$ cat src/rtl/cpu_pkg.sv
// cpu_pkg: shared types and constants for the 16-bit pipelined CPU
package cpu_pkg;
  localparam int DEF_DATA_W = 16;
  localparam int DEF_REG_W = 4;
  localparam logic [3:0] OP_LW = 4'b1000;
  localparam logic [3:0] OP_SW = 4'b1001;
  localparam logic [3:0] OP_HLT = 4'b1111;
  typedef enum logic [1:0] {IDLE, BUSY, HALT} ex_mem_state_t;
endpackage

$ cat src/rtl/ex_mem_stage_if.sv
// ex_mem_stage_if: data-memory request/acknowledge bus (master = EX/MEM stage, slave = memory)
interface ex_mem_stage_if #(parameter int DATA_W = cpu_pkg::DEF_DATA_W);
  logic dmem_req;
  logic dmem_we;
  logic [DATA_W-1:0] dmem_addr;
  logic [DATA_W-1:0] dmem_wdata;
  logic dmem_ack;
  logic [DATA_W-1:0] dmem_rdata;
  modport master(output dmem_req, dmem_we, dmem_addr, dmem_wdata, input dmem_ack, dmem_rdata);
  modport slave(input dmem_req, dmem_we, dmem_addr, dmem_wdata, output dmem_ack, dmem_rdata);
endinterface

$ cat src/rtl/ex_mem_stage_dmem_handshake.sv
// dmem_handshake: EX/MEM control FSM, pending flush, req/stall/done generation, optional stall counter (EX_MEM_STALL_CNT_EN)
module dmem_handshake
  import cpu_pkg::*;
#(
  parameter int CNT_W = 16
) (
  input  logic             clk,
  input  logic             rst_n,
  input  logic             flush,
  input  logic             ack,
  input  logic             ex_memop,
  input  logic             ex_hlt,
  input  logic             mem_valid,
  input  logic             mem_memop,
  input  logic             mem_hlt,
  output logic             load,
  output logic             bubble,
  output logic             req,
  output logic             stall_n,
  output logic             mem_done,
  output logic             halted,
  output logic [CNT_W-1:0] stall_cycles
);
  ex_mem_state_t state, state_nx;
  logic flush_pend;
  always_comb begin
    load = state == IDLE || (state == BUSY && ack);
    bubble = flush || flush_pend;
    state_nx = !load ? state : bubble ? IDLE : ex_memop ? BUSY : ex_hlt ? HALT : IDLE;
    req = state == BUSY;
    stall_n = load;
    mem_done = state == IDLE ? mem_valid && !mem_memop && !mem_hlt : state == BUSY ? ack : !halted;
  end
  always_ff @(posedge clk or negedge rst_n)
    if (!rst_n) begin
      state <= IDLE;
      flush_pend <= 1'b0;
      halted <= 1'b0;
    end else begin
      state <= state_nx;
      flush_pend <= !load && (flush_pend || (req && flush));
      halted <= state == HALT;
    end
`ifdef EX_MEM_STALL_CNT_EN
  logic [CNT_W-1:0] cnt;
  always_ff @(posedge clk or negedge rst_n)
    if (!rst_n) cnt <= '0;
    else if (req && !ack && !(&cnt)) cnt <= cnt + 1'b1;
  assign stall_cycles = cnt;
`else
  assign stall_cycles = '0;
`endif
endmodule

$ cat src/rtl/ex_mem_stage.sv
// ex_mem_stage: EX/MEM pipeline register with data-memory handshake and upstream stall (optional EX_MEM_STALL_CNT_EN)
module ex_mem_stage
  import cpu_pkg::*;
#(
  parameter int DATA_W = DEF_DATA_W,
  parameter int REG_W = DEF_REG_W,
  parameter int CNT_W = 16
) (
  input  logic              clk,
  input  logic              rst_n,
  input  logic              flush,
  input  logic [DATA_W-1:0] ex_alu_result,
  input  logic [DATA_W-1:0] ex_rt_data,
  input  logic [REG_W-1:0]  ex_rd,
  input  logic              ex_WriteReg,
  input  logic              ex_mem_write,
  input  logic              ex_memread,
  input  logic              ex_data_mux,
  input  logic              ex_hlt,
  ex_mem_stage_if.master    dmem,
  output logic              stall_n,
  output logic              mem_valid,
  output logic              mem_done,
  output logic [DATA_W-1:0] mem_alu_result,
  output logic [REG_W-1:0]  mem_rd,
  output logic              mem_WriteReg,
  output logic              mem_data_mux,
  output logic              mem_hlt,
  output logic [DATA_W-1:0] mem_rdata,
  output logic              halted,
  output logic [CNT_W-1:0]  stall_cycles
);
  localparam int PW = 2 * DATA_W + REG_W + 6;
  logic [PW-1:0] pipe;
  logic [DATA_W-1:0] mem_rt_data;
  logic mem_mem_write, mem_memread, load, bubble, req;
  assign {mem_valid, mem_alu_result, mem_rt_data, mem_rd, mem_WriteReg, mem_mem_write, mem_memread,
          mem_data_mux, mem_hlt} = pipe;
  always_ff @(posedge clk or negedge rst_n)
    if (!rst_n) pipe <= '0;
    else if (load) pipe <= bubble ? '0 : {1'b1, ex_alu_result, ex_rt_data, ex_rd, ex_WriteReg, ex_mem_write,
                                          ex_memread, ex_data_mux, ex_hlt};
  dmem_handshake #(.CNT_W(CNT_W)) u_hs (
    .clk(clk),
    .rst_n(rst_n),
    .flush(flush),
    .ack(dmem.dmem_ack),
    .ex_memop(ex_memread | ex_mem_write),
    .ex_hlt(ex_hlt),
    .mem_valid(mem_valid),
    .mem_memop(mem_memread | mem_mem_write),
    .mem_hlt(mem_hlt),
    .load(load),
    .bubble(bubble),
    .req(req),
    .stall_n(stall_n),
    .mem_done(mem_done),
    .halted(halted),
    .stall_cycles(stall_cycles)
  );
  assign dmem.dmem_req = req;
  assign dmem.dmem_we = mem_mem_write;
  assign dmem.dmem_addr = mem_alu_result;
  assign dmem.dmem_wdata = mem_rt_data;
  assign mem_rdata = req && dmem.dmem_ack ? dmem.dmem_rdata : '0;
endmodule

$ cat src/flat_wrapper.sv
// flat-port wrapper written by rule: the top's interface ports become plain ports
module ex_mem_stage_flat import cpu_pkg::*;
#(
  parameter int DATA_W = DEF_DATA_W,
  parameter int REG_W = DEF_REG_W,
  parameter int CNT_W = 16
)
  (clk, rst_n, flush, ex_alu_result, ex_rt_data, ex_rd, ex_WriteReg, ex_mem_write, ex_memread, ex_data_mux, ex_hlt, stall_n, mem_valid, mem_done, mem_alu_result, mem_rd, mem_WriteReg, mem_data_mux, mem_hlt, mem_rdata, halted, stall_cycles, dmem_dmem_req, dmem_dmem_we, dmem_dmem_addr, dmem_dmem_wdata, dmem_dmem_ack, dmem_dmem_rdata);
  ex_mem_stage_if #(.DATA_W(DATA_W)) dmem_i ();
  input  logic clk;
  input  logic rst_n;
  input  logic flush;
  input  logic [DATA_W-1:0] ex_alu_result;
  input  logic [DATA_W-1:0] ex_rt_data;
  input  logic [REG_W-1:0] ex_rd;
  input  logic ex_WriteReg;
  input  logic ex_mem_write;
  input  logic ex_memread;
  input  logic ex_data_mux;
  input  logic ex_hlt;
  output logic stall_n;
  output logic mem_valid;
  output logic mem_done;
  output logic [DATA_W-1:0] mem_alu_result;
  output logic [REG_W-1:0] mem_rd;
  output logic mem_WriteReg;
  output logic mem_data_mux;
  output logic mem_hlt;
  output logic [DATA_W-1:0] mem_rdata;
  output logic halted;
  output logic [CNT_W-1:0] stall_cycles;
  output wire logic [$bits(dmem_i.dmem_req)-1:0] dmem_dmem_req;
  output wire logic [$bits(dmem_i.dmem_we)-1:0] dmem_dmem_we;
  output wire logic [$bits(dmem_i.dmem_addr)-1:0] dmem_dmem_addr;
  output wire logic [$bits(dmem_i.dmem_wdata)-1:0] dmem_dmem_wdata;
  input wire logic [$bits(dmem_i.dmem_ack)-1:0] dmem_dmem_ack;
  input wire logic [$bits(dmem_i.dmem_rdata)-1:0] dmem_dmem_rdata;
  assign dmem_dmem_req = dmem_i.dmem_req;
  assign dmem_dmem_we = dmem_i.dmem_we;
  assign dmem_dmem_addr = dmem_i.dmem_addr;
  assign dmem_dmem_wdata = dmem_i.dmem_wdata;
  assign dmem_i.dmem_ack = dmem_dmem_ack;
  assign dmem_i.dmem_rdata = dmem_dmem_rdata;
  ex_mem_stage #(.DATA_W(DATA_W), .REG_W(REG_W), .CNT_W(CNT_W)) u_core (.clk(clk), .rst_n(rst_n), .flush(flush), .ex_alu_result(ex_alu_result), .ex_rt_data(ex_rt_data), .ex_rd(ex_rd), .ex_WriteReg(ex_WriteReg), .ex_mem_write(ex_mem_write), .ex_memread(ex_memread), .ex_data_mux(ex_data_mux), .ex_hlt(ex_hlt), .dmem(dmem_i), .stall_n(stall_n), .mem_valid(mem_valid), .mem_done(mem_done), .mem_alu_result(mem_alu_result), .mem_rd(mem_rd), .mem_WriteReg(mem_WriteReg), .mem_data_mux(mem_data_mux), .mem_hlt(mem_hlt), .mem_rdata(mem_rdata), .halted(halted), .stall_cycles(stall_cycles));
endmodule
$ cat config.mk
export PLATFORM = sky130hd
export DESIGN_NAME = ex_mem_stage_flat
export DESIGN_NICKNAME = d
export VERILOG_FILES = /design/src/rtl/cpu_pkg.sv /design/src/rtl/ex_mem_stage_if.sv /design/src/rtl/ex_mem_stage_dmem_handshake.sv /design/src/rtl/ex_mem_stage.sv /design/src/flat_wrapper.sv
export SDC_FILE = /design/constraint.sdc
export NUM_CORES = 1
export LEC_CHECK = 0
export BUFFER_PORTS_ARGS = -buffer_cell sky130_fd_sc_hd__buf_2
export CORE_ASPECT_RATIO = 1.1
export CORE_MARGIN = 5
export CORE_UTILIZATION = 40
export CTS_CLUSTER_DIAMETER = 200
export DETAILED_ROUTE_END_ITERATION = 8
export MAX_ROUTING_LAYER = met4
export PLACE_DENSITY = 0.74
export SYNTH_ARGS = -nofsm -noshare
export SYNTH_HDL_FRONTEND = slang
export SYNTH_SLANG_ARGS = --single-unit
$ cat constraint.sdc
create_clock -name clk -period 1.2 [get_ports clk]
set_input_delay 0 -clock clk [delete_from_list [all_inputs] [get_ports clk]]
set_output_delay 0 -clock clk [all_outputs]
set_load 0.1 [all_outputs]
# Word level (Yosys, flattened, before mapping)
# Index checks and enable logic that the tools add are counted.
op_classes:
  eq_ne: 2
  mux: 7
  n_bitwise: 2
  reduce_logical: 13
ops:
  columns: ["operator", "count"]
  rows:
  - ["$mux W42", 1]
  - ["$mux W16", 1]
  - ["$mux W2", 3]
  - ["$logic_and A1 B1 Y1", 5]
  - ["$logic_not A1 Y1", 4]
  - ["$logic_or A1 B1 Y1", 3]
  - ["$eq A2 B1 Y1 const B", 1]
  - ["$eq A2 B2 Y1 const B", 1]
  - ["$logic_not A2 Y1", 1]
  - ["$mux W1", 2]
  - ["$or A1 B1 Y1", 2]
word_totals:
  ff_bits: 46
  out_inout_bits: 93
  wordCells: 28

# Depth between registers and ports, before layout
# Gate-level depths: netlist (run 1).
logic_depth:
  word_depth: 5
  depth_mapped: 5
  mapped_depth_nobuf: 3

# Hierarchy
# A second synthesis (run 1) with hierarchy kept.
unflattened:
  cells_unflattened: 290
  area_unflattened_um2: 2715.1
modules_own_cells:
  columns: ["module", "n_inst", "cells_per_inst", "area_each_um2"]
  rows:
  - ["ex_mem_stage", 1, 252, 2374.8]
  - ["dmem_handshake", 1, 38, 340.3]

# Least setup slack after synthesis (run 1)
# OpenSTA, ideal clock, no wires.
synth_timing:
  kind: "register to output"
  startpoint: "register u_core.pipe[41]"
  endpoint: "output mem_done"
  t_arrival_ns: 3.580
  required_time_ns: 1.200
  slack_ns: -2.380
  stages_incl_launch_ff: 4
  n_path_buf: 0
  cell_sequence: "dfrtp_1 nor4b_1 a221o_2 a21boi_0"
synth_between:
  elab_chain_cells: 3
synth_rtl:
  columns: ["item", "line", "rtl"]
  rows:
  - ["from (decl)", "ex_mem_stage.sv:34", "logic [PW-1:0] pipe;"]
  - ["from (signal assigned)", "ex_mem_stage.sv:41", "else if (load) pipe <= bubble ? '0 : {1'b1, ex_alu_result, ex_rt_data, ex_rd, ex_WriteReg, ex_mem_write,"]
  - ["$logic_and A1 B1 Y1 (2 in a row)", "ex_mem_stage_dmem_handshake.sv:32", "mem_done = state == IDLE ? mem_valid && !mem_memop && !mem_hlt : state == BUSY ? ack : !halted;"]
  - ["$mux W1", "ex_mem_stage_dmem_handshake.sv:32", null]
  - ["to (decl)", "flat_wrapper.sv:23", "output logic mem_done;"]
# No other way between the ends.

# Worst setup path after layout (run 1)
layout_timing:
  startpoint: "register u_core.pipe[0]"
  endpoint: "output mem_done"
layout_between:
  elab_chain_cells: 3
layout_rtl:
  columns: ["item", "line"]
  rows:
  - ["$logic_not A1 Y1", "ex_mem_stage_dmem_handshake.sv:32"]
  - ["$logic_and A1 B1 Y1", "ex_mem_stage_dmem_handshake.sv:32"]
  - ["$mux W1", "ex_mem_stage_dmem_handshake.sv:32"]
# No other way between the ends.

==> impl_metrics.csv, run 1 <==
group,metric,value,unit
status,status,"finished with violations",
status,violations,"setup timing",
setup_path,crit_chain,"nor4b_4, a221o_2, a21boi_4, buf_12",
timing,period_share,135.9,%
setup_path,max_stage_delay,0.50,ns
cts,cts_root_buf,"clkbuf_8",
synth,synth_top_area_cell,"dfrtp_1",
synth,synth_edf_count,0,
final_layout,fin_nets,483,
placed_design,dp_hpwl,4924,um
synth,ys_async_sr_fraction,100.0,%
cts,clock_sinks,46,
synth,syn_avg_cell_area,9.724,um^2
routing,vias,2178,
setup_path,reg2reg_depth,4,
setup_path,required,1.20,ns
synth,yosysMostFrequentCell,"buf_4",
cts,htree_levels,2,
setup_path,startpoint_type,"register",
timing,rsz0062_at_grt,"yes",
worst_hold_path,hp-start,"ex_hlt",
grt,grt.overflow.total,0,
cts,cts_inserted_buffers,5,
timing,maxSlewHeadroom,65.65,%
routing,routedWlPerCell,14.44,um
timing,setup_slack,-0.4303,ns
synth,synthCells,280,
placed_design,numPortBuffers,137,
die,initial_core_util,41.29,%
timing,fmax,0.6134,GHz
grt,grt_antenna_before_repair,0,
routing,ant_nets,0,
routing,drtIter0Drc,41,
routing,drc,0,
final_layout,final_cells,505,
die,coreArea,6594,um^2
setup_path,crit_arrival,1.63,ns
synth,synth_area_leaders,"dfrtp_1 (42%), buf_4 (19%), mux2i_1 (15%)",
setup_path,cp_slowest_cell,"dfrtp_4",
flow_run,cap_violations,0,
grt,grt_max_degree,26,
die,die_height,96.53,um
die,die_area,8558,um^2
routing,drt-total-wl,7293,um
grt,grt_pass1_vias,2407,
synth,ys_types,26,
final_layout,synthToLayoutAreaGrowth,53.95,%
setup_path,cp.depth,4,
final_layout,n_antenna_cell,0,
grt,grt_pass1_wl,11650,um
synth,yosysSeqAreaShare,42.28,%
synth,synth_commonest_cells,"buf_4 (68), dfrtp_1 (46), nand2_1 (41)",
timing,period_minus_slack,1.630,ns
setup_path,rrSetupSlack,-0.15,ns
placed_design,place_congestion,0.7035,
timing,setup_viol,52,
synth,synth-main-ff-cell,"dfrtp_1",
cts,clk_latency,0.30,ns
setup_path,crit_family,"flip-flops",
setup_path,crit_type,"register to output port",
setup_path,crit_fanout,2,
die,rows,31,
routing,via_per_inst,4.313,
synth,synth_area,2723,um^2
timing,hold_viol,0,
timing,fin_worst_skew,0.01388,ns
die,io_pins,154,
setup_path,r2r_start,"u_core.u_hs.state[0]",
synth,yosys_warnings,0,
setup_path,critical_path.endpoint,"mem_done",
timing,worstMarginPinSlew,0.5189,ns
timing,drv_slew,0,
setup_path,end_kind,"output port",
worst_hold_path,hp-class,"primary input to register",
placed_design,placed_cells,449,
cts,cts_tree,"done",
grt,track_usage,18.01,%
die,fp.dieW,88.66,um
final_layout,drive_above_1_share,46.10,%
routing,drtPass1Iterations,4,
setup_path,rr_endpoint,"u_core.pipe[37]",
setup_path,crit_buf_inv,1,
cts,clkTransAtPathRegs,0.09,ns
synth,ys_ff_latch,46,
setup_path,startpoint,"u_core.pipe[0]",
synth,synth_top_area_share,42.28,%
cts,cts_buffer_depth,2,
==> how the worst min path moves through the flow <==
stage                           endpoint  cells past startpoint
finish              u_core.u_hs.state[1]                      3
global route        u_core.u_hs.state[1]                      3
CTS                 u_core.u_hs.state[1]                      3
detailed placement        u_core.pipe[6]                      1
global placement         u_core.pipe[40]                      1
floorplan                u_core.pipe[10]                      0
==> kinds of logic (layout without fill, tap and decap cells) <==
| group | after synthesis | in the layout | share of synthesized area (%) |
|---|---|---|---|
| AO/OA/AOI/OAI | 7 | 7 | 2.022 |
| buffers and inverters | 120 | 248 | 28.72 |
| flip-flops | 46 | 46 | 42.28 |
| multiplexers | 42 | 42 | 15.53 |
| other | 1 | 16 | 0.1377 |
| AND/OR/NAND/NOR | 64 | 64 | 11.31 |
==> what timing repair did <==
item	CTS	global route
hold endpoints to repair	60	0
resized for setup	10	2
setup endpoints to repair	62	63
setup buffers	3	0
hold buffers	42	0
pin swaps	6	0
gates cloned	3	0
==> layer usage <==
layer | vias to the layer above | share of wire [%] | track usage [%]
met2 | 85 | 56 | 34.03
li1 | 1066 | - | -
met3 | 5 | 6.2 | 3.393
met1 | 1022 | 37 | 19.73
met4 | 0 | 0.64 | 3.023
met5 | - | 0 | -
==> registers in the layout, indices dropped and copies added (netlist names) <==
signal	cells
u_core.u_hs.flush_pend	1
u_core.pipe	42
u_core.u_hs.state	2
u_core.u_hs.halted	1
==> cells in the final DEF, fill, tap and decap left out, types with 2 or more instances in the layout <==
master,n
buf_2,115
dlygate4sd3_1,42
nand2_1,41
dfrtp_1,41
inv_1,40
mux2i_1,40
buf_12,27
and3_4,16
conb_1,16
buf_4,9
clkbuf_8,5
dfrtp_2,3
nor2_1,2
clkinv_2,2
bufbuf_16,2
buf_6,2
dfrtp_4,2
==> metrics by stage <==
step                hold WS [ns]  setup slack, ns  utilization, %  cell area [um^2]  TNS [ns]
floorplan                -0.2956          -0.4356               -              2875    -1.464
global placement        -0.02302         -0.07178           53.36              3518   -0.9977
detailed placement      -0.02159          -0.1450           53.36              3518    -3.551
CTS                      0.07185          -0.4578           63.47              4185    -10.06
global route             0.07508          -0.5201           63.57              4192    -13.73
finish                   0.09197          -0.4303           63.57              4192    -9.919
==> area by class of cell <==
cell class	count	area, um^2
Fill cell	507	2402
Tap cell	82	102.6
Clock buffer	6	72.57
Sequential cell	46	1162
Timing Repair Buffer	199	1727
Clock inverter	2	10.01
Inverter	41	153.9
Multi-Input combinational cell	129	963.4
==> tightest hold or removal path: stages <==
cell,delay (ns)
buf_2,0.08
and2_1,0.13
a31o_2,0.15
Power of run 1 is left out: the tool's default activity adds up to more than one toggle a clock period on the data nets, which glitch-free logic cannot reach.
==> inputs of run 2 (changes only) <==
- ABC_AREA: default -> 1
- CORE_UTILIZATION: 40 -> 39
- PLACE_DENSITY: 0.74 -> 0.73
- SKIP_CTS_REPAIR_TIMING: default -> 1
==> run 2 against run 1 <==
- the flow still finishes with violations (setup timing)
- critical path depth increased by 1
- wire length increased by 4.7%
- register-to-register slack about the same
- cell area decreased by 1.6%
- global-route usage decreased by 3.7 points
- sequential share of layout area increased by 0.32 points
- synthesized area decreased by 6.9%
- clock skew decreased by 0.0069 ns
- first-iteration DRC count increased by 130%
- critical endpoint is now mem_rdata[13]
- highest routed layer unchanged
==> impl_metrics.csv, run 2 <==
group,metric,value,unit
synth,yosysSeqAreaShare,45.43,%
synth,synth_area,2534,um^2
setup_path,end_kind,"output port",
timing,period_minus_slack,1.378,ns
placed_design,dp_hpwl,4710,um
synth,yosys_warnings,0,
synth,ys_async_sr_fraction,100.0,%
routing,via_per_inst,4.463,
die,die_area,8210,um^2
cts,cts_buffer_depth,2,
cts,htree_levels,2,
synth,synth_commonest_cells,"nand2_1 (93), buf_4 (70), dfrtp_1 (46)",
final_layout,fill_cells,484,
final_layout,synthToLayoutAreaGrowth,62.86,%
synth,synthCells,316,
final_layout,fin_nets,516,
final_layout,largest_register,"u_core.pipe",
grt,grtUsageMet1,15.04,%
synth,synth_top_area_cell,"dfrtp_1",
placed_design,place_congestion,0.7883,
placed_design,numPortBuffers,137,
pwr,vdd_ir_drop_max,0.4316,mV
grt,track_usage,14.27,%
setup_path,startpoint_type,"register",
timing,fmax,0.7259,GHz
cts,cts_inserted_buffers,5,
cts,clkTransAtPathRegs,0.08,ns
cts,clock_sinks,46,
routing,drtPass1Iterations,4,
grt,grt_max_degree,45,
routing,vias,2392,
grt,use_met2,25.51,%
grt,grt_antenna_before_repair,0,
grt,grt_pass1_vias,1970,
grt,grt_pass1_wl,8990,um
final_layout,reg.largest.list,"u_core.pipe (42), u_core.u_hs.state (2)",
status,violations,"setup timing",
status,status,"finished with violations",
timing,fin_worst_skew,0.006946,ns
synth,synth_area_leaders,"dfrtp_1 (45%), buf_4 (21%), nand2_1 (14%)",
timing,setup_viol,59,
die,rows,30,
timing,hold_viol,0,
final_layout,regArea,1157,um^2
die,io_pins,154,
setup_path,crit_fanout,8,
synth,synth-main-ff-cell,"dfrtp_1",
routing,ant_nets,0,
flow_run,cap_violations,0,
routing,routedWlPerCell,14.24,um
routing,drc,0,
synth,syn_avg_cell_area,8.018,um^2
synth,synth_top_area_share,45.43,%
final_layout,mostFrequentLayoutCells,"buf_2 (118), nand2_1 (88), dlygate4sd3_1 (42)",
routing,drtIter0Drc,94,
final_layout,fin_util,66.22,%
grt,grt.overflow.total,0,
setup_path,crit_arrival,1.38,ns
cts,cts_tree,"done",
pwr,power,3306,uW
timing,rsz0062_at_grt,"yes",
cts,cts_root_buf,"clkbuf_8",
die,initial_core_util,40.66,%
timing,drv_slew,0,
die,coreArea,6231,um^2
pwr,p_leak,0.002141,uW
setup_path,crit_type,"register to output port",
worst_hold_path,hp-class,"primary input to register",
final_layout,drive_above_1_share,44.08,%
final_layout,n_antenna_cell,0,
pwr,power.density,801.2,nW/um^2
grt,met3_usage,4.276,%
synth,synth_edf_count,0,
final_layout,layout.cells.most_common,"buf_2",
cts,clk_latency,0.29,ns
grt,grt.busiest_layer,"met2",
routing,drt-total-wl,7634,um
synth,ys_types,17,
final_layout,largest_reg_flops,42,
timing,setup_slack,-0.1775,ns
die,die_height,94.54,um
timing,period_share,114.8,%
setup_path,required,1.20,ns
synth,ys_ff_latch,46,
synth,yosysMostFrequentCell,"nand2_1",
final_layout,multiInputGateArea,927.1,um^2
die,fp.dieW,86.85,um
-- run 2: cell count changes in the layout (fill, tap and decap cells not counted), moves of 4 or more --
cell / change
clkbuf_16: +4
and3_4: -16
o21ai_1: +24
buf_4: -6
nand2_1: +47
o21ai_0: +10
o21ai_2: +7
mux2i_1: -40
nor2_4: +16
inv_1: -16
-- run 2: critical path: stages, from the launching register on --
cell and delay [ns]:
dfrtp_1 0.40, inv_2 0.11, nand3_4 0.11, buf_12 0.18, nor2_4 0.11, buf_12 0.18
-- run 2: routing by layer --
metal | routed length, um | vias to the layer above
li1 | - | 1160
met4 | 133 | 0
met5 | 0 | -
met2 | 4145 | 112
met3 | 661 | 12
met1 | 2693 | 1108
-- run 2: cells by family (layout without fill, tap and decap cells) --
| family | count (synthesis) | after routing | share of synthesized area (%) |
|---|---|---|---|
| AND/OR/NAND/NOR | 116 | 116 | 17.43 |
| buffers and inverters | 108 | 233 | 27.85 |
| flip-flops | 46 | 46 | 45.43 |
| AO/OA/AOI/OAI | 45 | 45 | 9.136 |
| other | 1 | 16 | 0.1480 |
-- run 2: final timing paths --
check	start	end	slack, ns	cells past startpoint
max	u_core.u_hs.state[1]	mem_rdata[13]	-0.18	5
min	flush	u_core.u_hs.flush_pend	0.05	5
max reg2reg	u_core.u_hs.state[1]	u_core.pipe[38]	-0.15	8
min reg2reg	u_core.pipe[12]	u_core.pipe[12]	0.48	2
max in group asynchronous	rst_n	u_core.u_hs.halted	0.48	3
min in group asynchronous	rst_n	u_core.pipe[37]	0.19	2
-- run 2: area by class of cell --
| type | instances | share of cell area (%) |
|---|---|---|
| Tap cell | 80 | 2.426 |
| Multi-Input combinational cell | 177 | 22.47 |
| Timing Repair Buffer | 199 | 42.12 |
| Inverter | 26 | 2.365 |
| Clock inverter | 1 | 0.7277 |
| Sequential cell | 46 | 28.05 |
| Clock buffer | 7 | 1.850 |
-- run 2: power breakdown --
part / total (uW) / internal (uW) / switching, uW
Sequential: 1570 / 1560 / 8.15
Clock: 1100 / 623 / 481
Combinational: 636 / 211 / 426
Total: 3310 / 2390 / 915
-- run 2: metrics by stage --
stage	TNS [ns]	area, um^2	hold WS (ns)	setup WS, ns	instances
finish	-7.362	4126	0.05459	-0.1775	536
global route	-11.49	4126	0.09141	-0.2543	536
CTS	-4.310	3472	-0.3405	-0.2598	482
detailed placement	0	3366	-0.01886	0.006693	474
global placement	0	3366	-0.01666	0.05957	474
floorplan	-2.370	2758	-0.2956	-0.2272	331
Power figures use the tool's default switching activity.
==> inputs of run 3 (changes only) <==
- ABC_CLOCK_PERIOD_IN_PS: default -> 1200
- PLACE_DENSITY: 0.73 -> 0.81
==> run 3 against run 2 <==
- the run ends with hold timing, setup timing left
- global-route usage is 0.16 points higher
- hold slack got worse by 0.076 ns
- largest power group unchanged
- non-clock buffer count decreased by 12
- core utilization shrank 3.0 points
- wire length fell by 6.8%
- register-to-register slack improved by 0.15 ns
- critical path depth stayed put
- flip-flop and latch count unchanged
- clock skew is 0.0039 ns higher
==> impl_metrics.csv, run 3 (synthesized netlist as in run 2, its figures left out) <==
group,metric,value,unit
status,status,"finished with violations",
status,violations,"hold timing, setup timing",
die,coreArea,6231,um^2
die,fp.dieW,86.85,um
final_layout,layout.cells.most_common,"buf_2",
final_layout,synthToLayoutAreaGrowth,55.41,%
timing,drv_slew,0,
setup_path,crit_fanout,8,
setup_path,end_kind,"output port",
grt,grt_pass1_vias,1947,
setup_path,cp.depth,5,
setup_path,crit_buf_inv,3,
cts,clkTransAtPathRegs,0.08,ns
pwr,power.density,849.8,nW/um^2
cts,cts_tree,"done",
routing,drtPass1Iterations,4,
final_layout,n_antenna_cell,0,
cts,cts_buffer_depth,2,
final_layout,reg.largest.list,"u_core.pipe (42), u_core.u_hs.state (2)",
grt,track_usage,14.43,%
timing,setup_slack,-0.2272,ns
timing,holdWs,-0.02173,ns
setup_path,crit_chain,"inv_4, nand3_4, clkbuf_16, nor2_4, buf_12",
final_layout,drive_above_1_share,41.67,%
grt,grt.overflow.total,0,
cts,clock_sinks,46,
grt,grt_max_degree,54,
cts,htree_levels,2,
timing,fmax,0.7007,GHz
timing,hold_viol,5,
timing,setup_viol,18,
placed_design,dp_hpwl,4660,um
timing,rsz0062_at_grt,"yes",
routing,ant_nets,0,
pwr,vdd_ir_drop_max,0.5401,mV
final_layout,mostFrequentLayoutCells,"buf_2 (118), nand2_1 (91), dfrtp_1 (42)",
die,die_area,8210,um^2
placed_design,place_congestion,0.7510,
setup_path,cp_slowest_cell,"dfrtp_1",
cts,clk_latency,0.30,ns
setup_path,crit_family,"buffers and inverters",
setup_path,crit_arrival,1.43,ns
routing,routedWlPerCell,13.57,um
final_layout,design_area,3938,um^2
routing,drtIter0Drc,62,
timing,setup_tns,-3.596,ns
setup_path,reg2reg_depth,6,
die,die_height,94.54,um
worst_hold_path,holdPathStages,3,
timing,fin_worst_skew,0.01081,ns
worst_hold_path,hp-class,"primary input to register",
final_layout,fin_nets,504,
placed_design,numPortBuffers,137,
setup_path,max_stage_delay,0.42,ns
setup_path,startpoint_type,"register",
flow_run,cap_violations,0,
routing,drt-total-wl,7113,um
routing,via_per_inst,4.345,
pwr,p_leak,0.002059,uW
die,initial_core_util,40.66,%
final_layout,largest_register,"u_core.pipe",
routing,vias,2277,
cts,cts_root_buf,"clkbuf_8",
grt,grt_antenna_before_repair,0,
die,io_pins,154,
timing,period_share,118.9,%
routing,drc,0,
placed_design,place_area,3333,um^2
grt,grt_pass1_wl,9156,um
timing,period_minus_slack,1.427,ns
setup_path,required,1.20,ns
die,rows,30,
final_layout,largest_reg_flops,42,
setup_path,crit_type,"register to output port",
cts,cts_inserted_buffers,5,
==> run 3: final cells by class <==
type	instances	area [um^2]
repair buffers	187	1572
flip-flops and latches	46	1156
inverters	26	100.1
clock inverters	1	30.03
fillers	494	2293
multi-input cells	177	893.4
clock buffers	7	86.33
well taps	80	100.1
==> run 3: worst min-delay path: stages <==
cell and delay, ns:
buf_2 0.10, nand2_1 0.05, o21ai_0 0.08
==> run 3: power by group <==
part	leakage, uW	internal [uW]	switching, uW
clock	0.0000585	679	488
combinational	0.00138	198	418
sequential	0.000623	1560	6.34
total	0.00206	2430	913
==> run 3: path summary, 6_finish.rpt <==
path	from	end	slack, ns
setup / recovery	u_core.u_hs.state[1]	mem_rdata[11]	-0.23
hold / removal	ex_rt_data[11]	u_core.pipe[20]	-0.02
setup reg to reg	u_core.u_hs.state[0]	u_core.pipe[37]	0
hold reg to reg	u_core.pipe[10]	u_core.pipe[10]	0.48
max in group asynchronous	rst_n	u_core.u_hs.halted	0.76
min in group asynchronous	rst_n	u_core.pipe[7]	0.21
==> run 3: routing by layer <==
| metal | up-vias | track usage, % | wire length [um] |
|---|---|---|---|
| met1 | 1044 | 15.39 | 2570 |
| li1 | 1139 | - | - |
| met3 | 11 | 3.054 | 497 |
| met4 | 0 | 4.156 | 101 |
| met2 | 83 | 26.58 | 3943 |
| met5 | - | - | 0 |
==> run 3: metrics by stage <==
stage               setup WS (ns)  power, uW  cells  utilization, %  hold WS (ns)
global placement          0.07873       2107    473           53.49     -0.003503
global route              -0.2769       3478    524           63.19      0.006664
detailed placement        0.05670       2114    473           53.49    0.00001288
floorplan                 -0.2272       1976    331               -       -0.2956
finish                    -0.2272       3346    524           63.19      -0.02173
CTS                       -0.2689       3297    481           55.36       -0.3206
